### src/rtl/batalla_turn_ctrl_if.sv
// PC shot handshake between the shot generator (master) and the turn controller (slave).
// The master holds pc_req and a stable target until it sees a one-cycle pc_ack.
interface batalla_turn_ctrl_if;
  logic       pc_req;
  logic [2:0] pc_i;
  logic [2:0] pc_j;
  logic       pc_ack;
  logic       pc_retry;
  logic       pc_hit;

  modport master (
    output pc_req, pc_i, pc_j,
    input  pc_ack, pc_retry, pc_hit
  );

  modport slave (
    input  pc_req, pc_i, pc_j,
    output pc_ack, pc_retry, pc_hit
  );
endinterface

### src/rtl/batalla_turn_ctrl.sv
// Naval-battle game sequencer: owns both 5x5 boards and the cursor, arbitrates player and
// PC shots, enforces the player turn timeout and decides the winner.
module batalla_turn_ctrl #(
  parameter int TURN_CYCLES = 50_000_000,
  parameter int SHIP_CELLS  = 5
) (
  input  logic                 clk,
  input  logic                 rst_n,
  input  logic                 btn_up,
  input  logic                 btn_down,
  input  logic                 btn_left,
  input  logic                 btn_right,
  input  logic                 btn_fire,
  input  logic                 start,
  input  logic                 clr,
  input  logic                 ld_valid,
  input  logic                 ld_board,
  input  logic [2:0]           ld_i,
  input  logic [2:0]           ld_j,
  input  logic [1:0]           ld_val,
  batalla_turn_ctrl_if.slave   pc,
  output logic [2:0]           i_actual,
  output logic [2:0]           j_actual,
  output logic [1:0]           tablero_jugador [5][5],
  output logic [1:0]           tablero_pc [5][5],
  output logic                 turn,
  output logic                 game_over,
  output logic                 winner
);

  localparam int             TW         = (TURN_CYCLES > 1) ? $clog2(TURN_CYCLES) : 1;
  localparam logic [TW-1:0]  TIMER_LOAD = TW'(TURN_CYCLES - 1);
  localparam logic [2:0]     SHIP_N     = 3'(SHIP_CELLS);

  typedef enum logic [2:0] {
    IDLE, P_TURN, P_RES, PC_TURN, PC_RES, GAME_OVER
  } state_t;

  state_t          state;
  logic [TW-1:0]   timer;
  logic [2:0]      hits_p;
  logic [2:0]      hits_pc;
  logic [2:0]      pc_i_q;
  logic [2:0]      pc_j_q;

  logic [2:0]      i_mv;
  logic [2:0]      j_mv;
  logic [1:0]      p_cell;
  logic            p_unshot;
  logic            timer_zero;
  logic            pc_oob;
  logic [1:0]      pc_cell;
  logic            pc_unshot;
  logic [2:0]      hits_pc_nxt;

  function automatic logic [2:0] step_inc(input logic [2:0] v);
    return (v == 3'd4) ? 3'd0 : v + 3'd1;
  endfunction

  function automatic logic [2:0] step_dec(input logic [2:0] v);
    return (v == 3'd0) ? 3'd4 : v - 3'd1;
  endfunction

  // Ship cells become hits, water becomes a miss.
  function automatic logic [1:0] shoot(input logic [1:0] c);
    return (c == 2'd1) ? 2'd2 : 2'd3;
  endfunction

  always_comb begin
    i_mv = i_actual;
    j_mv = j_actual;
    if (btn_up && !btn_down)         i_mv = step_dec(i_actual);
    else if (btn_down && !btn_up)    i_mv = step_inc(i_actual);
    if (btn_left && !btn_right)      j_mv = step_dec(j_actual);
    else if (btn_right && !btn_left) j_mv = step_inc(j_actual);
  end

  always_comb begin
    p_cell      = tablero_pc[i_actual][j_actual];
    p_unshot    = (p_cell < 2'd2);
    timer_zero  = (timer == '0);
    pc_oob      = (pc_i_q > 3'd4) || (pc_j_q > 3'd4);
    pc_cell     = pc_oob ? 2'd0 : tablero_jugador[pc_i_q][pc_j_q];
    pc_unshot   = (pc_cell < 2'd2);
    hits_pc_nxt = hits_pc + ((pc_cell == 2'd1) ? 3'd1 : 3'd0);
  end

  always_ff @(posedge clk) begin
    if (!rst_n) begin
      state       <= IDLE;
      timer       <= TIMER_LOAD;
      hits_p      <= 3'd0;
      hits_pc     <= 3'd0;
      i_actual    <= 3'd0;
      j_actual    <= 3'd0;
      turn        <= 1'b0;
      game_over   <= 1'b0;
      winner      <= 1'b0;
      pc.pc_ack   <= 1'b0;
      pc.pc_retry <= 1'b0;
      pc.pc_hit   <= 1'b0;
      for (int r = 0; r < 5; r++) begin
        for (int c = 0; c < 5; c++) begin
          tablero_jugador[r][c] <= 2'd0;
          tablero_pc[r][c]      <= 2'd0;
        end
      end
    end else begin
      pc.pc_ack   <= 1'b0;
      pc.pc_retry <= 1'b0;
      pc.pc_hit   <= 1'b0;
      case (state)
        IDLE: begin
          if (clr) begin
            for (int r = 0; r < 5; r++) begin
              for (int c = 0; c < 5; c++) begin
                tablero_jugador[r][c] <= 2'd0;
                tablero_pc[r][c]      <= 2'd0;
              end
            end
          end else if (ld_valid && (ld_i <= 3'd4) && (ld_j <= 3'd4)) begin
            if (ld_board) tablero_pc[ld_i][ld_j]      <= ld_val;
            else          tablero_jugador[ld_i][ld_j] <= ld_val;
          end
          if (start) begin
            hits_p   <= 3'd0;
            hits_pc  <= 3'd0;
            i_actual <= 3'd0;
            j_actual <= 3'd0;
            timer    <= TIMER_LOAD;
            turn     <= 1'b0;
            state    <= P_TURN;
          end
        end
        P_TURN: begin
          i_actual <= i_mv;
          j_actual <= j_mv;
          // Fire and auto-fire both target the cursor as it stood before this cycle's move.
          if ((btn_fire || timer_zero) && p_unshot) begin
            tablero_pc[i_actual][j_actual] <= shoot(p_cell);
            if (p_cell == 2'd1) hits_p <= hits_p + 3'd1;
            state <= P_RES;
          end else if (timer_zero) begin
            turn  <= 1'b1;
            state <= PC_TURN;
          end else begin
            timer <= timer - 1'b1;
          end
        end
        P_RES: begin
          if (hits_p == SHIP_N) begin
            game_over <= 1'b1;
            winner    <= 1'b0;
            state     <= GAME_OVER;
          end else begin
            turn  <= 1'b1;
            state <= PC_TURN;
          end
        end
        PC_TURN: begin
          if (pc.pc_req) begin
            pc_i_q <= pc.pc_i;
            pc_j_q <= pc.pc_j;
            state  <= PC_RES;
          end
        end
        PC_RES: begin
          pc.pc_ack <= 1'b1;
          if (pc_oob || !pc_unshot) begin
            pc.pc_retry <= 1'b1;
            state       <= PC_TURN;
          end else begin
            tablero_jugador[pc_i_q][pc_j_q] <= shoot(pc_cell);
            pc.pc_hit <= (pc_cell == 2'd1);
            hits_pc   <= hits_pc_nxt;
            if (hits_pc_nxt == SHIP_N) begin
              game_over <= 1'b1;
              winner    <= 1'b1;
              state     <= GAME_OVER;
            end else begin
              timer <= TIMER_LOAD;
              turn  <= 1'b0;
              state <= P_TURN;
            end
          end
        end
        GAME_OVER: begin
          if (start) begin
            game_over <= 1'b0;
            turn      <= 1'b0;
            state     <= IDLE;
          end
        end
        default: state <= IDLE;
      endcase
    end
  end

endmodule

### src/flat_wrapper.sv
// flat-port wrapper written by rule: the top's interface ports become plain ports
module batalla_turn_ctrl_flat 
#(
  parameter int TURN_CYCLES = 50_000_000,
  parameter int SHIP_CELLS  = 5
)
  (clk, rst_n, btn_up, btn_down, btn_left, btn_right, btn_fire, start, clr, ld_valid, ld_board, ld_i, ld_j, ld_val, i_actual, j_actual, tablero_jugador, tablero_pc, turn, game_over, winner, pc_pc_req, pc_pc_i, pc_pc_j, pc_pc_ack, pc_pc_retry, pc_pc_hit);
  batalla_turn_ctrl_if pc_i ();
  input  logic clk;
  input  logic rst_n;
  input  logic btn_up;
  input  logic btn_down;
  input  logic btn_left;
  input  logic btn_right;
  input  logic btn_fire;
  input  logic start;
  input  logic clr;
  input  logic ld_valid;
  input  logic ld_board;
  input  logic [2:0] ld_i;
  input  logic [2:0] ld_j;
  input  logic [1:0] ld_val;
  output logic [2:0] i_actual;
  output logic [2:0] j_actual;
  output logic [1:0] tablero_jugador[5][5];
  output logic [1:0] tablero_pc[5][5];
  output logic turn;
  output logic game_over;
  output logic winner;
  input wire logic [$bits(pc_i.pc_req)-1:0] pc_pc_req;
  input wire logic [$bits(pc_i.pc_i)-1:0] pc_pc_i;
  input wire logic [$bits(pc_i.pc_j)-1:0] pc_pc_j;
  output wire logic [$bits(pc_i.pc_ack)-1:0] pc_pc_ack;
  output wire logic [$bits(pc_i.pc_retry)-1:0] pc_pc_retry;
  output wire logic [$bits(pc_i.pc_hit)-1:0] pc_pc_hit;
  assign pc_i.pc_req = pc_pc_req;
  assign pc_i.pc_i = pc_pc_i;
  assign pc_i.pc_j = pc_pc_j;
  assign pc_pc_ack = pc_i.pc_ack;
  assign pc_pc_retry = pc_i.pc_retry;
  assign pc_pc_hit = pc_i.pc_hit;
  batalla_turn_ctrl #(.TURN_CYCLES(TURN_CYCLES), .SHIP_CELLS(SHIP_CELLS)) u_core (.clk(clk), .rst_n(rst_n), .btn_up(btn_up), .btn_down(btn_down), .btn_left(btn_left), .btn_right(btn_right), .btn_fire(btn_fire), .start(start), .clr(clr), .ld_valid(ld_valid), .ld_board(ld_board), .ld_i(ld_i), .ld_j(ld_j), .ld_val(ld_val), .pc(pc_i), .i_actual(i_actual), .j_actual(j_actual), .tablero_jugador(tablero_jugador), .tablero_pc(tablero_pc), .turn(turn), .game_over(game_over), .winner(winner));
endmodule
### config.mk
export PLATFORM = sky130hd
export DESIGN_NAME = batalla_turn_ctrl_flat
export DESIGN_NICKNAME = d
export VERILOG_FILES = /design/src/rtl/batalla_turn_ctrl_if.sv /design/src/rtl/batalla_turn_ctrl.sv /design/src/flat_wrapper.sv
export SDC_FILE = /design/constraint.sdc
export NUM_CORES = 1
export LEC_CHECK = 0
export CAP_MARGIN = 20
export CORE_ASPECT_RATIO = 1.75
export CORE_UTILIZATION = 50
export DETAILED_ROUTE_END_ITERATION = 8
export PLACE_DENSITY = 0.81
export SETUP_SLACK_MARGIN = 0.5
export SLEW_MARGIN = 20
export SYNTH_ARGS = -nofsm -noshare
export SYNTH_HDL_FRONTEND = slang
export SYNTH_SLANG_ARGS = --single-unit
### constraint.sdc
create_clock -name clk -period 11.7 [get_ports clk]
set_input_delay 2.34 -clock clk [delete_from_list [all_inputs] [get_ports clk]]
set_output_delay 2.34 -clock clk [all_outputs]
set_load 0.05 [all_outputs]
==> key figures, run 1 <==
Outcome
  – Status: finished, violations left
  – Failing checks: DRC

Clocking
  – Post-CTS Setup Bufs: 0
  – CTS clk-pin slew, worst paths: 0.06 ns
  – Num CTS Buffers: 17
  – CTS Buffer Depth: 2
  – CTS Sinks: 153
  – CTS H-Tree Depth: 4
  – Cells resized by post-CTS repair: 0
  – Clk Latency, worst-skew pair: 0.45 ns
  – Root Driver: clkbuf_16
  – CTS Hold Bufs: 0
  – CTS tree: yes

Global route
  – GRT Util Overall: 37.43%
  – First-pass GRT wire length: 58.35 mm
  – Vias in the first global route: 10,516
  – Overflow after GRT: 0
  – Met1 Use GR: 42.10%
  – Initial antenna violation count: 0
  – M3 GR Usage: 6.196%
  – Met2 Usage GRT: 60.64%
  – Largest net degree at the start of global routing: 104
  – Grt peak-use layer: met2

Critical path
  – Critical path launch point type: flip-flop
  – CP arrival: 6.38 ns
  – Flop2flop setup slack: 5.66 ns
  – Critical Path End Type: flip-flop
  – Most used cell, CP: ha_1
  – Critical Path RT: 12.04 ns
  – Reg2Reg Depth: 15
  – CP bufs+invs: 0
  – CP max stage delay: 0.97 ns
  – Reg-to-reg endpoint: u_core.timer[7]
  – Launch point of the worst reg-to-reg path: u_core.pc_i_q[0]
  – CP max-delay cell: edfxtp_1
  – CP max FO: 27
  – Crit path cell chain: mux4_1 -> nor2b_4 -> o41ai_4 -> o211ai_2 -> nor2_1 -> a21boi_4 -> ha_1 -> ha_1 -> xnor2_1 -> nor3b_1 -> or2_2 -> o32a_4 -> a211oi_4 -> o21ai_0 -> a32o_1
  – Kind of critical path: reg -> reg
  – CP delay by family, top: compound AO/OA/AOI/OAI gates

STA
  – Hold WS: 0.4839 ns
  – Final setup fails: 0
  – Relative slew margins: 23.18%
  – Slew @ Worst Pin: 1.150 ns
  – Fmax: 165.5 MHz
  – Clock skew: 0.01104 ns
  – Final hold vios: 0
  – Period minus WS final: 6.044 ns
  – Crit share post-route: 51.65%
  – Unrepaired setup endpoints after global routing: false
  – TNS Setup: 0 ns
  – Max Slew Vio Count: 0

Final layout
  – Share of cells above drive strength 1: 7.929%
  – Area Growth Syn to Fin: 20.06%
  – Net count, final: 1,427
  – Most frequent cells in the layout: nor2_1 (168), nand2_1 (158), dfxtp_1 (147)
  – Most common cell after layout, fill and taps aside: nor2_1
  – Ant. Diodes: 0
  – FILL cells: 1,781

Logic synthesis
  – Top FF cell, synth: dfxtp_1
  – Post-synth EDFFs: 6
  – Yosys warns: 0
  – Syn avg cell area: 7.628 µm²
  – Yosys cell types: 80
  – Synth Register Bits: 153
  – Syn Inst Count: 1,309
  – Async SR Flop Fraction: 0%
  – Sequential fraction of the synthesis area: 31.28%
  – Cell Area, Synth: 9985 µm²
  – Syn_nets: 1,349

Placement
  – # port buffers: 137
  – GP Congestion: 1.030
  – Detailed placement HPWL: 27.16 mm

Pwr
  – VDD IR-drop max: 0.0001045 V
  – Cell Pwr Density: 149.0 nW/µm²
  – Leakage: 4.467 nW

Hold path
  – Worst hold endpoint: u_core.timer[13]
  – Hold Crit Class: reg -> reg
  – Worst Hold Depth: 1
  – Hold wc startpoint: u_core.timer[13]

Detailed routing
  – Via count of the routed design: 11,086
  – Post-route DRC: 2
  – 1st-pass router iterations: 8
  – Vias/cell: 6.739
  – Post-detailed-route count of antenna-violating nets: 0
  – Avg WL per Cell: 23.02 µm
  – Routed WL: 37.87 mm
  – Initial DRC Count: 1,059

Floorplan
  – DIE WIDTH: 108.8 µm
  – Chip height: 188.9 µm
  – Starting Density: 50.80%
  – Io pins: 138
  – Core ar.: 19,650 µm²
  – # rows: 68
  – Die ar.: 20,560 µm²

Job
  – Max Cap Violations: 0
-- state kept, by name (all words and copies together), names as in the netlist, 3 cells and up --
register and count:
u_core.tablero_jugador 50, u_core.timer 26, u_core.state 3, u_core.i_actual 3, u_core.hits_pc 3, u_core.hits_p 3
u_core.tablero_pc 50, u_core.pc_j_q 3, u_core.j_actual 3, u_core.pc_i_q 3
-- metal layers --
layer  vias up  wire length, µm
met5         -                0
met4         0             3369
li1       4963                -
met3       217             3144
met2       713            18060
met1      5193            13300
-- cell type report --
type	instances	area [µm²]	area share, %
Tap cell	245	306.5	2.557
Multi-Input combinational cell	1037	6374	53.17
Clock buffer	18	439.2	3.664
Timing Repair Buffer	152	1478	12.33
Inverter	26	97.59	0.8141
Sequential cell	153	3123	26.05
Clock inverter	14	170.2	1.419
-- report_power, final --
part           switching (mW)  internal (mW)  total, mW
clock network           0.243          0.342      0.585
registers              0.0576          0.567      0.624
logic                   0.388          0.189      0.577
total                   0.688           1.10       1.79
-- stage by stage --
stage	util [%]	cell area, µm²	setup WS (ns)	cells	total power, mW
after floorplan	-	9985	7.390	1309	1.008
after global placement	57.80	11360	5.922	1613	1.189
after detailed placement	57.85	11370	5.777	1613	1.196
after CTS	60.95	11980	5.761	1645	1.772
after global routing	60.99	11990	5.285	1645	1.840
final	60.99	11990	5.656	1645	1.786
-- cell usage after synthesis, types with 5 or more instances --
cell type | n | area [µm²]
edfxtp_1 | 6 | 180.2
or3b_2 | 5 | 43.79
a22oi_1 | 6 | 45.04
o22ai_1 | 15 | 93.84
mux2i_1 | 60 | 600.6
a31oi_1 | 34 | 212.7
o211a_1 | 28 | 280.3
ha_1 | 14 | 175.2
and2_1 | 12 | 75.07
nor2_1 | 168 | 630.6
and3_1 | 6 | 37.54
o22a_1 | 5 | 43.79
o211ai_1 | 16 | 120.1
buf_2 | 16 | 80.08
a211oi_1 | 22 | 165.2
o221a_2 | 26 | 292.8
nand2_1 | 158 | 593.1
a21o_1 | 5 | 37.54
nor3b_1 | 8 | 60.06
dfxtp_1 | 147 | 2943
a21oi_1 | 97 | 485.5
o31ai_1 | 9 | 67.56
o21a_1 | 16 | 120.1
nor3_1 | 35 | 175.2
nand4_1 | 5 | 31.28
nand2b_1 | 28 | 175.2
nand3_1 | 26 | 130.1
or3_1 | 10 | 62.56
nor4_1 | 8 | 50.05
clkbuf_1 | 66 | 247.7
o21ai_0 | 134 | 670.6
inv_1 | 26 | 97.59
-- worst max-delay path by stage --
stage / to / start / depth (start not counted)
final: u_core.timer[7] / u_core.pc_i_q[0] / 15
after global routing: u_core.timer[7] / u_core.pc_i_q[0] / 15
after CTS: u_core.timer[7] / u_core.pc_i_q[0] / 15
after detailed placement: u_core.timer[7] / u_core.pc_i_q[0] / 15
after global placement: u_core.timer[7] / u_core.pc_i_q[0] / 15
after floorplan: u_core.tablero_jugador[0] / ld_j[2] / 8
-- cells by family (layout without fill, tap and decap cells) --
family / after synthesis / after routing / synth area share [%]
AOI/OAI and AO/OA: 456 / 456 / 30.79
xor gates and xnor gates: 3 / 3 / 0.2632
adders and majority gates: 15 / 15 / 1.855
buffers and inverters: 119 / 210 / 5.150
DFF: 153 / 153 / 31.28
muxes: 70 / 70 / 7.819
and+or+nand+nor: 493 / 493 / 22.84
No activity file was read; power rests on OpenSTA's default activity.
==> inputs of run 2 (changes only) <==
--- a/config.mk
+++ b/config.mk
@@ -9,7 +9,7 @@
 export CORE_ASPECT_RATIO = 1.75
 export CORE_UTILIZATION = 50
 export DETAILED_ROUTE_END_ITERATION = 8
-export PLACE_DENSITY = 0.81
+export PLACE_DENSITY = 0.84
 export SETUP_SLACK_MARGIN = 0.5
 export SLEW_MARGIN = 20
 export SYNTH_ARGS = -nofsm -noshare
==> constraint.sdc (replaced) <==
create_clock -name clk -period 5 [get_ports clk]
set_input_delay 1 -clock clk [delete_from_list [all_inputs] [get_ports clk]]
set_output_delay 1 -clock clk [all_outputs]
set_load 0.05 [all_outputs]
==> key figures, run 2 (synthesized netlist as in run 1, its figures left out) <==
Floorplan
  – Io pins: 138 (unchanged)
  – Starting Density: 50.80% (unchanged)
  – DIE WIDTH: 108.8 µm (unchanged)
  – Die ar.: 20,560 µm² (unchanged)
  – # rows: 68 (unchanged)
  – Chip height: 188.9 µm (unchanged)
  – Core ar.: 19,650 µm² (unchanged)

STA
  – TNS Setup: 0 ns (unchanged)
  – Crit share post-route: 87.61% (+36 points)
  – Slew @ Worst Pin: 0.9957 ns (-0.1541 ns)
  – Period minus WS final: 4.380 ns (-1.663 ns)
  – Unrepaired setup endpoints after global routing: false
  – Final hold vios: 0 (unchanged)
  – Clock skew: 0.01061 ns (-0.0004307 ns)
  – Max Slew Vio Count: 0 (unchanged)
  – Fmax: 228.3 MHz (+38%)
  – Final setup fails: 0 (unchanged)
  – Relative slew margins: 33.32% (+10 points)

Hold path
  – Hold Crit Class: reg -> reg

Critical path
  – Critical path origin: u_core.pc_i_q[1]
  – Kind of critical path: reg -> reg
  – CP arrival: 4.71 ns (-1.67 ns)
  – Critical path launch point type: flip-flop
  – CP max FO: 11 (-59%)
  – Reg-to-reg endpoint: u_core.timer[7]
  – Flop2flop setup slack: 0.62 ns (-5.04 ns)
  – Critical Path End Type: flip-flop
  – Launch point of the worst reg-to-reg path: u_core.pc_i_q[1]
  – Critical Path RT: 5.33 ns (-6.71 ns)
  – Reg2Reg Depth: 17 (+2)
  – Crit path capture: u_core.timer[7]

Global route
  – Vias in the first global route: 10,389 (-1.2%)
  – Met1 Use GR: 42.06% (about the same)
  – Overflow after GRT: 0 (unchanged)
  – Largest net degree at the start of global routing: 104 (unchanged)
  – Grt peak-use layer: met2
  – First-pass GRT wire length: 58.01 mm (-0.59%)
  – Met2 Usage GRT: 59.93% (-0.71 points)
  – M3 GR Usage: 6.919% (+0.72 points)
  – GRT Util Overall: 37.39% (about the same)
  – Initial antenna violation count: 1 (+1)

Detailed routing
  – Vias/cell: 6.699 (-0.60%)
  – Routed WL: 38.19 mm (+0.85%)
  – Post-detailed-route count of antenna-violating nets: 0 (unchanged)
  – 1st-pass router iterations: 9 (+1)
  – Initial DRC Count: 1,178 (+11%)
  – Post-route DRC: 1 (-1)
  – Avg WL per Cell: 22.84 µm (-0.78%)
  – Via count of the routed design: 11,200 (+1.0%)

Placement
  – GP Congestion: 1.036 (+0.51%)
  – Detailed placement HPWL: 27.13 mm (-0.10%)
  – # port buffers: 137 (unchanged)

Final layout
  – Share of cells above drive strength 1: 9.748% (+1.8 points)
  – Most common cell after layout, fill and taps aside: nor2_1
  – FILL cells: 1,748 (-1.9%)
  – Net count, final: 1,453 (+1.8%)
  – Area Growth Syn to Fin: 22.06%
  – Most frequent cells in the layout: nor2_1 (167), nand2_1 (158), dfxtp_1 (147)
  – Largest regs: u_core.tablero_jugador x50, u_core.tablero_pc x50, u_core.timer x26
  – Core Util, Final: 62.01% (+1.0 points)

Clocking
  – CTS clk-pin slew, worst paths: 0.07 ns (about the same)
  – CTS Hold Bufs: 0 (unchanged)
  – CTS Sinks: 153 (unchanged)
  – CTS tree: yes
  – Clk Latency, worst-skew pair: 0.44 ns (about the same)
  – Num CTS Buffers: 17 (unchanged)
  – CTS H-Tree Depth: 4 (unchanged)
  – Root Driver: clkbuf_16
  – CTS Buffer Depth: 2 (unchanged)

Pwr
  – VDD IR-drop max: 0.0001808 V (+73%)
  – Cell Pwr Density: 339.6 nW/µm² (+130%)
  – Leakage: 4.599 nW (+2.9%)

Outcome
  – Status: finished, violations left
  – Failing checks: DRC

Job
  – Max Cap Violations: 0 (unchanged)
[run 2: worst min-delay path by stage]
stage                               startpoint                          to  depth (start not counted)
finish              u_core.tablero_jugador[17]  u_core.tablero_jugador[17]                          2
global route                  u_core.timer[20]            u_core.timer[20]                          1
CTS                 u_core.tablero_jugador[17]  u_core.tablero_jugador[17]                          2
detailed placement            u_core.timer[20]            u_core.timer[20]                          1
global placement              u_core.timer[13]            u_core.timer[13]                          1
floorplan                     u_core.timer[13]            u_core.timer[13]                          1
[run 2: critical path: stages, from the launching register on]
cell,delay [ns]
edfxtp_1,0.54
buf_4,0.22
mux2i_1,0.21
nor2_1,0.06
a31oi_1,0.18
nor2_1,0.10
o311ai_0,0.74
a21boi_4,0.11
ha_1,0.23
ha_1,0.22
xnor2_1,0.15
nor3b_1,0.09
or2_2,0.29
o32a_4,0.34
a211oi_4,0.22
buf_4,0.22
o21ai_0,0.10
a32o_1,0.27
[run 2: through the flow]
step / worst slack, ns / total power [mW] / hold WS, ns / std cells / area (µm²)
final: 0.6197 / 4.139 / 0.4724 / 1672 / 12190
after global placement: 0.3842 / 2.789 / 0.4466 / 1626 / 11460
after floorplan: 0.7779 / 2.359 / 0.4394 / 1309 / 9985
after detailed placement: 0.2743 / 2.805 / 0.4621 / 1627 / 11460
after global routing: 0.5169 / 4.254 / 0.5045 / 1672 / 12190
after CTS: 0.5793 / 4.099 / 0.4758 / 1666 / 12110
[run 2: routing by layer]
metal	vias to the layer above	share of wire [%]
li1	5024	-
met1	5171	35
met2	760	46
met3	245	8.8
met4	0	9.6
met5	-	0
[run 2: cell type report]
class | count | area, µm² | share of cell area [%]
diodes | 1 | 2.502 | 0.02053
clock buffers | 18 | 450.4 | 3.696
clock inverters | 14 | 137.6 | 1.129
inverters | 26 | 97.59 | 0.8008
multi-input cells | 1037 | 6380 | 52.35
flip-flops and latches | 153 | 3123 | 25.63
well taps | 245 | 306.5 | 2.515
repair buffers | 178 | 1689 | 13.86
[run 2: timing repair]
action,in CTS,in global routing
gates cloned,0,0
pin swaps,0,1
endpoints found under the hold margin,0,0
setup endpoints to repair,26,9
buffers inserted,7,4
gates resized for setup,1,2
[run 2: power breakdown]
part           internal [mW]  switching [mW]
combinational          0.459           0.898
clock                  0.726           0.586
sequential              1.33           0.143
total                   2.51            1.63
